==> src/rtl/matrix_serializer_if.sv <==
// Handshake bundle for matrix_serializer: matrix load side, pixel stream side and status.
// The slave modport is the serializer's view; master is the surrounding logic's view.
interface matrix_serializer_if;
    localparam int unsigned MatrixW = 72;
    localparam int unsigned PixelW  = 8;
    localparam int unsigned IndexW  = 4;
    localparam int unsigned CountW  = 8;

    logic               matrix_valid;
    logic [MatrixW-1:0] matrix;
    logic               matrix_ready;
    logic               out_ready;
    logic [PixelW-1:0]  pixel;
    logic               pixel_valid;
    logic [IndexW-1:0]  pixel_index;
    logic               pixel_last;
    logic               done;
    logic [CountW-1:0]  matrix_count;

    modport slave (
        input  matrix_valid,
        input  matrix,
        input  out_ready,
        output matrix_ready,
        output pixel,
        output pixel_valid,
        output pixel_index,
        output pixel_last,
        output done,
        output matrix_count
    );

    modport master (
        output matrix_valid,
        output matrix,
        output out_ready,
        input  matrix_ready,
        input  pixel,
        input  pixel_valid,
        input  pixel_index,
        input  pixel_last,
        input  done,
        input  matrix_count
    );
endinterface

==> src/rtl/matrix_serializer.sv <==
// Serializes a packed 3x3 window of 8-bit pixels into a stream s1..s9, one pixel per
// accepted beat, and counts completed windows for the frame controller.
module matrix_serializer (
    input  logic                 clk,
    input  logic                 rst,
    input  logic                 clear,
    matrix_serializer_if.slave   bus
);
    localparam int unsigned MatrixW = 72;
    localparam int unsigned PixelW  = 8;
    localparam int unsigned IndexW  = 4;
    localparam int unsigned CountW  = 8;
    localparam logic [IndexW-1:0] FirstIdx = 4'd1;
    localparam logic [IndexW-1:0] LastIdx  = 4'd9;

    typedef enum logic {
        IDLE = 1'b0,
        SEND = 1'b1
    } state_e;

    state_e              state_q, state_d;
    logic [MatrixW-1:0]  hold_q, hold_d;
    logic [IndexW-1:0]   index_q, index_d;
    logic [PixelW-1:0]   pixel_q, pixel_d;
    logic                pixel_valid_q, pixel_valid_d;
    logic                pixel_last_q, pixel_last_d;
    logic                done_q, done_d;
    logic [CountW-1:0]   count_q, count_d;
    logic                matrix_ready_c;
    logic                index_legal_c;

    // Byte select: index 1 is the most significant byte (s1), index 9 the least (s9).
    function automatic logic [PixelW-1:0] sel_byte(input logic [MatrixW-1:0] m,
                                                   input logic [IndexW-1:0]  idx);
        logic [PixelW-1:0] b;
        b = '0;
        case (idx)
            4'd1:    b = m[71:64];
            4'd2:    b = m[63:56];
            4'd3:    b = m[55:48];
            4'd4:    b = m[47:40];
            4'd5:    b = m[39:32];
            4'd6:    b = m[31:24];
            4'd7:    b = m[23:16];
            4'd8:    b = m[15:8];
            4'd9:    b = m[7:0];
            default: b = '0;
        endcase
        return b;
    endfunction

    // Ready depends only on state and clear so upstream never sees a loop through valid.
    assign matrix_ready_c = (state_q == IDLE) && !clear;
    assign index_legal_c  = (index_q >= FirstIdx) && (index_q <= LastIdx);

    always_ff @(posedge clk) begin
        if (rst) begin
            state_q       <= IDLE;
            hold_q        <= '0;
            index_q       <= '0;
            pixel_q       <= '0;
            pixel_valid_q <= 1'b0;
            pixel_last_q  <= 1'b0;
            done_q        <= 1'b0;
            count_q       <= '0;
        end else begin
            state_q       <= state_d;
            hold_q        <= hold_d;
            index_q       <= index_d;
            pixel_q       <= pixel_d;
            pixel_valid_q <= pixel_valid_d;
            pixel_last_q  <= pixel_last_d;
            done_q        <= done_d;
            count_q       <= count_d;
        end
    end

    always_comb begin
        state_d       = state_q;
        hold_d        = hold_q;
        index_d       = index_q;
        pixel_d       = pixel_q;
        pixel_valid_d = pixel_valid_q;
        pixel_last_d  = pixel_last_q;
        done_d        = 1'b0;
        count_d       = count_q;

        if (clear) begin
            // Abort: drop the in-flight window without a done pulse or count update.
            state_d       = IDLE;
            index_d       = '0;
            pixel_d       = '0;
            pixel_valid_d = 1'b0;
            pixel_last_d  = 1'b0;
        end else begin
            case (state_q)
                IDLE: begin
                    if (bus.matrix_valid && matrix_ready_c) begin
                        state_d       = SEND;
                        hold_d        = bus.matrix;
                        index_d       = FirstIdx;
                        pixel_d       = sel_byte(bus.matrix, FirstIdx);
                        pixel_valid_d = 1'b1;
                        pixel_last_d  = 1'b0;
                    end
                end
                SEND: begin
                    if (!index_legal_c) begin
                        state_d       = IDLE;
                        index_d       = '0;
                        pixel_d       = '0;
                        pixel_valid_d = 1'b0;
                        pixel_last_d  = 1'b0;
                    end else if (bus.out_ready) begin
                        if (index_q == LastIdx) begin
                            state_d       = IDLE;
                            index_d       = '0;
                            pixel_d       = '0;
                            pixel_valid_d = 1'b0;
                            pixel_last_d  = 1'b0;
                            done_d        = 1'b1;
                            count_d       = count_q + CountW'(1);
                        end else begin
                            index_d      = index_q + IndexW'(1);
                            pixel_d      = sel_byte(hold_q, index_q + IndexW'(1));
                            pixel_last_d = ((index_q + IndexW'(1)) == LastIdx);
                        end
                    end
                end
                default: begin
                    state_d       = IDLE;
                    index_d       = '0;
                    pixel_d       = '0;
                    pixel_valid_d = 1'b0;
                    pixel_last_d  = 1'b0;
                end
            endcase
        end
    end

    assign bus.matrix_ready = matrix_ready_c;
    assign bus.pixel        = pixel_q;
    assign bus.pixel_valid  = pixel_valid_q;
    assign bus.pixel_index  = index_q;
    assign bus.pixel_last   = pixel_last_q;
    assign bus.done         = done_q;
    assign bus.matrix_count = count_q;
endmodule

==> src/flat_wrapper.sv <==
// flat-port wrapper written by rule: the top's interface ports become plain ports
module matrix_serializer_flat 
  (clk, rst, clear, bus_matrix_valid, bus_matrix, bus_out_ready, bus_matrix_ready, bus_pixel, bus_pixel_valid, bus_pixel_index, bus_pixel_last, bus_done, bus_matrix_count);
  matrix_serializer_if bus_i ();
  input  logic clk;
  input  logic rst;
  input  logic clear;
  input wire logic [$bits(bus_i.matrix_valid)-1:0] bus_matrix_valid;
  input wire logic [$bits(bus_i.matrix)-1:0] bus_matrix;
  input wire logic [$bits(bus_i.out_ready)-1:0] bus_out_ready;
  output wire logic [$bits(bus_i.matrix_ready)-1:0] bus_matrix_ready;
  output wire logic [$bits(bus_i.pixel)-1:0] bus_pixel;
  output wire logic [$bits(bus_i.pixel_valid)-1:0] bus_pixel_valid;
  output wire logic [$bits(bus_i.pixel_index)-1:0] bus_pixel_index;
  output wire logic [$bits(bus_i.pixel_last)-1:0] bus_pixel_last;
  output wire logic [$bits(bus_i.done)-1:0] bus_done;
  output wire logic [$bits(bus_i.matrix_count)-1:0] bus_matrix_count;
  assign bus_i.matrix_valid = bus_matrix_valid;
  assign bus_i.matrix = bus_matrix;
  assign bus_i.out_ready = bus_out_ready;
  assign bus_matrix_ready = bus_i.matrix_ready;
  assign bus_pixel = bus_i.pixel;
  assign bus_pixel_valid = bus_i.pixel_valid;
  assign bus_pixel_index = bus_i.pixel_index;
  assign bus_pixel_last = bus_i.pixel_last;
  assign bus_done = bus_i.done;
  assign bus_matrix_count = bus_i.matrix_count;
  matrix_serializer u_core (.clk(clk), .rst(rst), .clear(clear), .bus(bus_i));
endmodule
==> config.mk <==
export PLATFORM = sky130hd
export DESIGN_NAME = matrix_serializer_flat
export DESIGN_NICKNAME = d
export VERILOG_FILES = /design/src/rtl/matrix_serializer_if.sv /design/src/rtl/matrix_serializer.sv /design/src/flat_wrapper.sv
export SDC_FILE = /design/constraint.sdc
export NUM_CORES = 1
export LEC_CHECK = 0
export BUFFER_PORTS_ARGS = -buffer_cell sky130_fd_sc_hd__buf_2
export CAP_MARGIN = 5
export CELL_PAD_IN_SITES_DETAIL_PLACEMENT = 1
export CELL_PAD_IN_SITES_GLOBAL_PLACEMENT = 2
export CORE_MARGIN = 3
export CORE_UTILIZATION = 31
export CTS_CLUSTER_DIAMETER = 50
export DETAILED_ROUTE_END_ITERATION = 12
export PLACE_DENSITY_LB_ADDON = 0.1
export SLEW_MARGIN = 10
export SYNTH_ARGS = -nofsm -noshare
export SYNTH_HDL_FRONTEND = slang
export SYNTH_SLANG_ARGS = --single-unit
export TNS_END_PERCENT = 30
==> constraint.sdc <==
create_clock -name clk -period 2.15 [get_ports clk]
set_input_delay 0.215 -clock clk [delete_from_list [all_inputs] [get_ports clk]]
set_output_delay 0.215 -clock clk [all_outputs]
set_load 0.01 [all_outputs]
==> run metrics <==
Final TNS setup=0 ns; crit path DAT=2.16 ns; LEAKAGE=2.09 nW; Layout Nets=707; WP data required=2.39 ns; vias in the first global route=4408; synth unique cells=50; Mapped Nets=624; VDD IR-drop max=0.000359 V; crit path max fanout=11; worst-margin pin slew=0.859 ns; antenna violations before repair=0; layout cells sized above 1=0.243; Reg clk slew, reported paths=0.07 ns; Setup Fix Bufs, Post-CTS=0; IO Port Bufs=100; post-synth top area cell=dfxtp_1; CTS Buf Count=9; Worst Hold Class=input pin to flip-flop; Setup violations, final=0; area post-placement=5020 um^2; Final Non-Filler Cells=810; relative slew slack=0.427; Worst Path Buf+Inv=1; core area=13500 um^2; met1 wire length=6980 um; Vert. Die Dim=125 um; root buffer cell=clkbuf_16; routed wl met3=733 um; Highest Signal Layer=met4; met2 WL post-DR=6820 um; family with the most delay on the worst path=simple AND/OR/NAND/NOR gates; FMAX=522 MHz; most instantiated library cell after synthesis=nand2_1; Final Max Slew Viols=0; Initial Utilization=0.323; final WL=14700 um; I/O pin cnt=101; Sink Count=96; P&R area growth vs syn=21.2%; die area=15500 um^2; CTS max path bufs=2; CP Class=flip-flop to flip-flop; commonest cells in the netlist=nand2_1, dfxtp_1, a21oi_1, nor2_1, buf_2; placed cells=794; Hold WS=0.101 ns; Synthesis Warnings=0; ranking of synthesized cells by area=dfxtp_1, nand2_1, a21oi_1; largest net degree at the start of global routing=82; max-cap violations=0; Final GP Congestion=0.861; Wirelength per Cell=18.1 um; Final Total Pwr=3.76 mW; clk_skew=0.00828 ns; grt total ovfl=0; FF+latch count, synth=96; RSZ-0062 raised after global routing=no; Routed Antenna Nets=0; Worst Setup End Kind=flip-flop; final setup margin=0.235 ns; area of the multi-input gates=2200 um^2; CTS tree=done; Place WS=0.273 ns; depth of the CTS H-tree=3; initial DRC count=243; Synth top area share=0.440; ANT cells=0; gr usage total=0.189; DRC=0; CP max stage delay=0.45 ns; DP HPWL=10800 um; crit start category=flip-flop; Worst path slowest cell=nor4_2; first drt pass iteration count=4; status=complete, no violations; Post-Syn Instances=546; clk_lat worst skew=0.35 ns; ys flop type=dfxtp_1; first-pass GRT wire length=23600 um; Die W=125 um; power per cell area=711 nW/um^2; Layout Utilization=0.392; register area=1920 um^2; FFs w/ async S/R, synth=0; fill count=1628; Tmin final=1.91 ns; average size of a mapped cell=8.00 um^2; register area share after synthesis=0.440; Cell Chain, Critical Path=buf_4 > nor4_2 > o31ai_4 > nand2_1 > o311ai_0 > o211a_1; worst reg2reg setup slack=0.24 ns; total number of vias=4141; total of cells resized after clock tree synthesis=0; Via density=5.11; row cnt=42; Post-CTS Hold Buffers=0; Layout Cell Area excl Fill=5290 um^2; final hold vios=0; period utilization=0.891; number of synthesized flops with an enable pin=0; mapped cell area=4370 um^2
[report_power, final]
part | switching, mW | internal [mW]
combinational | 0.213 | 0.146
clock | 0.689 | 0.814
sequential | 0.0492 | 1.85
[flip-flops by register name, indices dropped and copies added (netlist names)]
register                 count
u_core.state_q               1
u_core.bus.done              1
u_core.bus.matrix_count      8
u_core.bus.pixel             8
u_core.bus.pixel_last        1
u_core.bus.pixel_valid       1
u_core.hold_q               72
u_core.bus.pixel_index       4
[worst reg2reg max path, stage by stage, from the launching register on]
cell and delay [ns]:
dfxtp_1 0.33, buf_4 0.17, nor4_2 0.45, o31ai_4 0.12, nand2_1 0.32, o311ai_0 0.23, o211a_1 0.19
[final timing paths]
path | startpoint | end | cells after the start
worst max register to register | u_core.bus.pixel_index[3]$_SDFFE_PP0P_ | u_core.bus.pixel_index[0]$_SDFFE_PP0P_ | 6
worst min-delay path | bus_matrix[29] | u_core.hold_q[29]$_SDFFE_PP0P_ | 3
worst min register to register | u_core.hold_q[20]$_SDFFE_PP0P_ | u_core.hold_q[20]$_SDFFE_PP0P_ | 2
worst max-delay path | u_core.bus.pixel_index[3]$_SDFFE_PP0P_ | u_core.bus.pixel_index[0]$_SDFFE_PP0P_ | 6
[cell type report]
cell class              instances  share of cell area
repair buffers                116               0.127
clock inverters                 5             0.00615
well taps                     176              0.0416
multi-input cells             406               0.417
clock buffers                  11              0.0459
flip-flops and latches         96               0.363
[cells by family after synthesis]
family	share of synthesized area
compound gates	0.199
xor+xnor	0.0140
fa+ha+maj	0.00286
buf+inv	0.0559
flops	0.440
mux	0.0585
simple gates	0.230
[cell usage in the layout, fill, tap and decap left out, types with 2 or more instances in the layout]
master / n
nand3_1: 7
buf_12: 4
a221o_1: 3
clkbuf_16: 9
a22oi_1: 3
a22o_1: 7
a21oi_1: 83
dfxtp_1: 96
o22ai_1: 6
o211ai_1: 2
o21ai_0: 19
clkinv_4: 2
xor2_1: 6
buf_2: 100
nand3b_1: 4
nor2_1: 25
clkinv_2: 3
a31oi_1: 3
o21ai_1: 2
a32oi_1: 5
mux2_2: 12
mux2i_1: 12
o2bb2ai_1: 2
and3_1: 6
nand4_1: 8
nand2_1: 161
nor2b_1: 4
nor3_1: 2
buf_4: 12
[per-layer routing]
layer	up-vias	track usage
li1	2046	-
met1	1987	0.257
met2	99	0.305
met3	9	0.0450
met4	0	0.0432
met5	-	0
Power figures use the tool's default switching activity.
